`config.mk`:
```
export PLATFORM = sky130hd
export DESIGN_NAME = ysyx_22040237_ifu
export DESIGN_NICKNAME = d
export VERILOG_FILES = /design/src/rtl/ysyx_22040237_ifu.sv
export SDC_FILE = /design/constraint.sdc
export NUM_CORES = 1
export LEC_CHECK = 0
export CORE_MARGIN = 2
export CORE_UTILIZATION = 30
export DETAILED_ROUTE_END_ITERATION = 10
export DONT_BUFFER_PORTS = 1
export GPL_TIMING_DRIVEN = 0
export PLACE_DENSITY = 0.44
export SETUP_SLACK_MARGIN = 0.5
export SLEW_MARGIN = 20
export SYNTH_ARGS = -nofsm -noshare
export SYNTH_HDL_FRONTEND = slang
export SYNTH_SLANG_ARGS = --single-unit
export TNS_END_PERCENT = 50
```
`constraint.sdc`:
```
create_clock -name clk -period 5.3 [get_ports clk]
set_input_delay 0.795 -clock clk [delete_from_list [all_inputs] [get_ports clk]]
set_output_delay 0.795 -clock clk [all_outputs]
set_load 0.02 [all_outputs]
```
`src/rtl/ysyx_22040237_ifu.sv`:
```
// ---------------------------------------------------------------------------
// ysyx_22040237_ifu -- instruction fetch unit
//
// Holds the fetch PC and issues one instruction-memory request at a time,
// with at most one request outstanding. The returned word and its PC go
// into a single-entry output buffer. That buffer is offered to decode
// through a valid/ready handshake. A redirect from execute has several
// effects:
//   - it flushes the buffer;
//   - it discards any response that is still in flight;
//   - it restarts fetch at the target address, aligned down to 4 bytes.
//
// Ports
//   clk, rst_n                 core clock, asynchronous active-low reset
//   imem_req_valid_o/ready_i   fetch request handshake
//   imem_req_addr_o            fetch address (always 4-byte aligned)
//   imem_rsp_valid_i           response word valid
//   imem_rsp_data_i            instruction word
//   imem_rsp_err_i             access fault for this response
//   redirect_valid_i/pc_i      one-cycle redirect pulse and its target
//   halt_i                     level; blocks new requests only
//   inst_valid_o/ready_i       decode-side handshake
//   inst_o, pc_o, inst_fault_o buffered instruction, its PC, fault flag
// ---------------------------------------------------------------------------
module ysyx_22040237_ifu #(
   parameter logic [63:0] RESET_PC = 64'h0000_0000_8000_0000
) (
   input  logic        clk,
   input  logic        rst_n,
   output logic        imem_req_valid_o,
   input  logic        imem_req_ready_i,
   output logic [63:0] imem_req_addr_o,
   input  logic        imem_rsp_valid_i,
   input  logic [31:0] imem_rsp_data_i,
   input  logic        imem_rsp_err_i,
   input  logic        redirect_valid_i,
   input  logic [63:0] redirect_pc_i,
   input  logic        halt_i,
   output logic        inst_valid_o,
   input  logic        inst_ready_i,
   output logic [31:0] inst_o,
   output logic [63:0] pc_o,
   output logic        inst_fault_o
);

   typedef enum logic {
      S_REQ  = 1'b0,
      S_WAIT = 1'b1
   } state_t;

   localparam logic [31:0] NOP_INST = 32'h0000_0013;  // addi x0,x0,0

   state_t      r_state;
   logic [63:0] r_pc;          // next fetch PC
   logic [63:0] r_req_pc;      // PC of the outstanding request
   logic        r_kill;        // outstanding response must be discarded
   logic        r_buf_valid;
   logic [31:0] r_inst;
   logic [63:0] r_pc_out;
   logic        r_fault;

   logic w_pop;
   logic w_req_fire;
   logic w_rsp;
   logic w_load;

   assign w_pop = r_buf_valid & inst_ready_i;

   // A request may go out only when the buffer can take the answer.
   // "Can take" means the buffer is empty, or it drains this cycle.
   // The rst_n term holds the request low while reset is asserted.
   assign imem_req_valid_o = rst_n & (r_state == S_REQ) & ~halt_i
                           & ~redirect_valid_i & (~r_buf_valid | w_pop);
   assign imem_req_addr_o  = r_pc;

   assign w_req_fire = imem_req_valid_o & imem_req_ready_i;
   // A response counts only in WAIT. In REQ there is nothing outstanding.
   assign w_rsp      = (r_state == S_WAIT) & imem_rsp_valid_i;
   assign w_load     = w_rsp & ~r_kill & ~redirect_valid_i;

   assign inst_valid_o = r_buf_valid;
   assign inst_o       = r_inst;
   assign pc_o         = r_pc_out;
   assign inst_fault_o = r_fault;

   always_ff @(posedge clk or negedge rst_n) begin
      if (!rst_n) begin
         r_state     <= S_REQ;
         r_pc        <= RESET_PC;
         r_req_pc    <= 64'd0;
         r_kill      <= 1'b0;
         r_buf_valid <= 1'b0;
         r_inst      <= 32'd0;
         r_pc_out    <= 64'd0;
         r_fault     <= 1'b0;
      end else begin
         // A redirect wins over the sequential PC increment.
         if (redirect_valid_i)
            r_pc <= {redirect_pc_i[63:2], 2'b00};
         else if (w_req_fire)
            r_pc <= r_pc + 64'd4;

         if (w_req_fire)
            r_req_pc <= r_req_pc_next(r_pc);

         unique case (r_state)
            S_REQ: begin
               if (w_req_fire)
                  r_state <= S_WAIT;
            end
            S_WAIT: begin
               if (w_rsp) begin
                  // The response is consumed either way. Any pending kill
                  // has now done its job.
                  r_state <= S_REQ;
                  r_kill  <= 1'b0;
               end else if (redirect_valid_i) begin
                  r_kill  <= 1'b1;
               end
            end
         endcase

         // The flush beats both a refill and a pop in the same cycle.
         if (redirect_valid_i) begin
            r_buf_valid <= 1'b0;
         end else if (w_load) begin
            r_buf_valid <= 1'b1;
            r_inst      <= imem_rsp_err_i ? NOP_INST : imem_rsp_data_i;
            r_pc_out    <= r_req_pc;
            r_fault     <= imem_rsp_err_i;
         end else if (w_pop) begin
            r_buf_valid <= 1'b0;
         end
      end
   end

   function automatic logic [63:0] r_req_pc_next(input logic [63:0] pc);
      return pc;
   endfunction

endmodule
```
==> impl_summary.log <==
[metrics] worst reg2reg path startpoint: r_state$_DFF_PN0_
[metrics] Setup TNS: 0 ns
[metrics] overall routing resource usage: 0.213
[metrics] Post-Layout Inst Area: about 12000 um^2
[metrics] placed cell areas: ~11000 um^2
[metrics] number of clock sinks: about 220
[metrics] DRC: 0
[metrics] clock-pin slew of the registers on the worst-case setup and hold paths: roughly 0.060 ns
[metrics] sequential share of the synthesized area: 0.549
[metrics] Syn Inst Count: 1150
[metrics] vias per cell: between 5 and 6
[metrics] CTS buffer count: 27
[metrics] CP max-delay cell: sky130_fd_sc_hd__clkbuf_1
[metrics] Most used DFF post-synth: sky130_fd_sc_hd__dfrtp_1
[metrics] mean instance size in the synthesized netlist: ~8.8 um^2
[metrics] cell-by-cell trace of the critical path: nor4b_2, and3_1, clkbuf_1, clkbuf_1, clkbuf_1, o311ai_0, nand3_1
[metrics] setup repair after global routing missed its margin: false
[metrics] number of primary I/O pins: about 270
[metrics] via count of the first global-routing pass: about 8600
[metrics] data arrival time of the critical path: 3.88 ns
[metrics] measured slew at the worst slew-check pin: 0.969 ns
[metrics] outcome: finished with violations
[metrics] first-pass GRT wire length: 57200 um
[metrics] htree depth: 1
[metrics] relative slew slack: 0.349
[metrics] Die Footprint: ~35000 um^2
[metrics] worst reg-to-reg setup slack: about 1.9 ns
[metrics] total half-perimeter wirelength after legalization and detailed placement: between 20000 and 30000 um
[metrics] distinct cell type count of the synthesized netlist: 56
[metrics] root buf cell: sky130_fd_sc_hd__clkbuf_16
[metrics] total of fill cells in the finished design: ~3600
[metrics] Hold WS: -0.0407 ns
[metrics] hold violation total from the final report: 36
[metrics] I/O Buffers: 0
[metrics] number of routed nets with antenna violations: 0
[metrics] number of optimization iterations in the first detailed-route pass: 5
[metrics] netlist area before placement: between 10000 and 15000 um^2
[metrics] Leak Pwr: about 5.6 nW
[metrics] violated checks: hold timing
[metrics] fraction of final layout cells sized beyond drive strength 1: 0.0625
[metrics] Hold Crit Class: input pin to asynchronous set/reset pin
[metrics] cell taking the most area after synthesis: sky130_fd_sc_hd__dfrtp_1
[metrics] clock period minus worst slack: 3.41 ns
[metrics] Max Freq: approximately 290 MHz
[metrics] average detailed-routed wire length per instance: between 20 and 25 um
[metrics] met2 Resource Use GR: 0.333
[metrics] count of pins over their slew limit: 0
[metrics] vias after detailed routing: between 8000 and 9000
[metrics] CP startpoint kind: register
[metrics] Core Footprint: around 33000 um^2
[metrics] Area growth, synth to finish: 15.1%
[metrics] endpoint of the worst register-to-register path: imem_req_addr_o[59]$_DFFE_PN0P_
[metrics] final worst slack: 1.89 ns
[metrics] buffers inserted by post-CTS timing repair: 0
[metrics] met3 track demand over resource: 0.0687
[metrics] delay of the slowest critical-path stage: around 0.70 ns
[metrics] area fraction of the dominant cell type after synthesis: 0.546
[metrics] Worst-Skew Late Latency: between 0.5 and 0.6 ns
[metrics] Yosys warning total: 0
[metrics] power per standard cell area: approximately 430 nW/um^2
[metrics] pin count of the biggest net entering global routing: 224
[metrics] origin of the worst setup path: r_state$_DFF_PN0_
[metrics] nets@finish: 1287
[metrics] number of flops mapped to enable cells by yosys: 0
[metrics] max cap viols: 0
[metrics] met1 usage: 0.286
[metrics] flip-flop and latch count after synthesis: about 220
[metrics] Initial Util: 0.303
[metrics] top cells by area in the synthesized netlist: sky130_fd_sc_hd__dfrtp_1, sky130_fd_sc_hd__nand2_1, sky130_fd_sc_hd__nand3_1
[metrics] Die X: between 150 and 200 um
[metrics] die extent in y: around 190 um
[metrics] number of placement rows: 67
[metrics] Detailed Route WL: ~38000 um
[metrics] total gr overflow: 0
[metrics] type of the setup path with the least slack: register to register
[metrics] reg2reg path depth: 7
[metrics] biggest fanout along the worst timing path: 10
[metrics] count of final setup violators: 0
[metrics] clock tree from TritonCTS: done
[metrics] Post-CTS Resized: 0
[metrics] cell count after placement: about 1600
[metrics] most used cell along the critical path: sky130_fd_sc_hd__clkbuf_1
[metrics] final setup skew: a little under 0.008 ns
[metrics] DRC marker count from the first detailed-route iteration: about 580
[metrics] fraction of registers with async set/reset: 1.00
[metrics] Routability Congestion: 0.821
[metrics] required time at the endpoint of the critical path: just under 6 ns
[metrics] peak supply drop: 0.206 mV
[metrics] initial antenna violation count: 6
[metrics] worst slack at placement: 1.58 ns
[metrics] Critical Path End Type: register
[metrics] final cell count without fillers: around 1700
[metrics] CTS max path bufs: 3
[metrics] GRT busiest layer: met2
[metrics] post-route fraction of the period consumed by the critical path: 0.643
==> metal layers <==
layer  wire length, um  vias up
li1                  -     3962
met1             16800     4225
met2             17000      299
met3              3420       50
met4               739        2
met5                 8        -
==> critical path, delay by kind of cell, from the launching register on <==
family | cells | cell delay [ns]
compound gates | 1 | 0.28
simple gates | 3 | 0.88
buf+inv | 3 | 1.70
flops | 1 | 0.47
==> worst max-delay path by stage <==
stage / to / slack [ns]
6_report: imem_req_addr_o[59]$_DFFE_PN0P_ / 1.89
5_1_grt: imem_req_addr_o[59]$_DFFE_PN0P_ / 1.72
3_5_place_dp: imem_req_addr_o[59]$_DFFE_PN0P_ / 1.58
4_1_cts: imem_req_addr_o[59]$_DFFE_PN0P_ / 1.87
3_3_place_gp: imem_req_addr_o[59]$_DFFE_PN0P_ / 1.58
2_1_floorplan: imem_req_addr_o[42]$_DFFE_PN0P_ / 2.89
==> final cells by class <==
| cell class | count | area [um^2] | area share |
|---|---|---|---|
| flip-flops and latches | 222 | 5560 | 0.477 |
| inverters | 11 | 41.3 | 0.00354 |
| well taps | 448 | 561 | 0.0481 |
| clock inverters | 10 | 153 | 0.0131 |
| clock buffers | 37 | 793 | 0.0681 |
| plain buffers | 69 | 287 | 0.0246 |
| diodes | 5 | 12.5 | 0.00107 |
| multi-input cells | 851 | 4250 | 0.365 |
==> sequential cells by signal (all words and copies together) (netlist names) <==
signal           count
imem_req_addr_o     62
inst_fault_o         1
inst_o              32
inst_valid_o         1
pc_o                62
r_kill               1
r_req_pc            62
r_state              1
==> cell usage after synthesis (5+ instances only) <==
library cell and number:
sky130_fd_sc_hd__and2_1 11, sky130_fd_sc_hd__or4_1 13, sky130_fd_sc_hd__buf_4 5, sky130_fd_sc_hd__nand2_1 493
sky130_fd_sc_hd__buf_1 12, sky130_fd_sc_hd__o211ai_1 17, sky130_fd_sc_hd__dfrtp_1 221, sky130_fd_sc_hd__mux2i_1 7
sky130_fd_sc_hd__a21o_1 8, sky130_fd_sc_hd__nand3b_1 29, sky130_fd_sc_hd__inv_1 11, sky130_fd_sc_hd__o21ai_0 29
sky130_fd_sc_hd__nand4_1 26, sky130_fd_sc_hd__a22oi_1 13, sky130_fd_sc_hd__or3_1 16, sky130_fd_sc_hd__a21oi_1 8
sky130_fd_sc_hd__a221o_1 5, sky130_fd_sc_hd__nor3_1 14, sky130_fd_sc_hd__nor2_1 23, sky130_fd_sc_hd__a31oi_1 9
sky130_fd_sc_hd__nor4_1 6, sky130_fd_sc_hd__o21bai_1 8, sky130_fd_sc_hd__o311ai_0 11, sky130_fd_sc_hd__clkbuf_1 45
sky130_fd_sc_hd__nand3_1 51, sky130_fd_sc_hd__buf_2 7, sky130_fd_sc_hd__and3_1 9
==> cells in the final DEF, fill, tap and decap left out, drive strengths merged, types with 10 or more instances in the layout <==
| cell | count |
|---|---|
| o211ai | 17 |
| dfrtp | 221 |
| a22oi | 13 |
| nand4 | 30 |
| nand3 | 52 |
| or4 | 13 |
| nand2 | 493 |
| clkbuf | 82 |
| o21ai | 29 |
| inv | 11 |
| nor3 | 14 |
| and2 | 11 |
| nor4 | 10 |
| nand3b | 29 |
| or3 | 16 |
| o311ai | 14 |
| nor2 | 23 |
| buf | 24 |
==> per-stage QoR <==
stage	utilization	total power, W
CTS	0.349	0.00505
detailed placement	0.320	0.00304
global route	0.349	0.00523
finish	0.349	0.00498
global placement	0.320	0.00303
floorplan	-	0.00284
==> where the power goes <==
group / switching (W) / total [W] / internal, W
Combinational: 0.000249 / 0.000417 / 0.000168
Sequential: 0.000566 / 0.00258 / 0.00202
Clock: 0.000751 / 0.00198 / 0.00123
Total: 0.00157 / 0.00498 / 0.00342
==> cell families after synthesis <==
family / after synthesis / share of synthesized area
other cells: 1 / 0.000371
fa+ha+maj: 1 / 0.00124
mux: 9 / 0.00915
xor+xnor: 3 / 0.00260
flops: 222 / 0.549
compound gates: 123 / 0.0852
buf+inv: 80 / 0.0324
simple gates: 711 / 0.320
No activity file was read; power rests on OpenSTA's default activity.
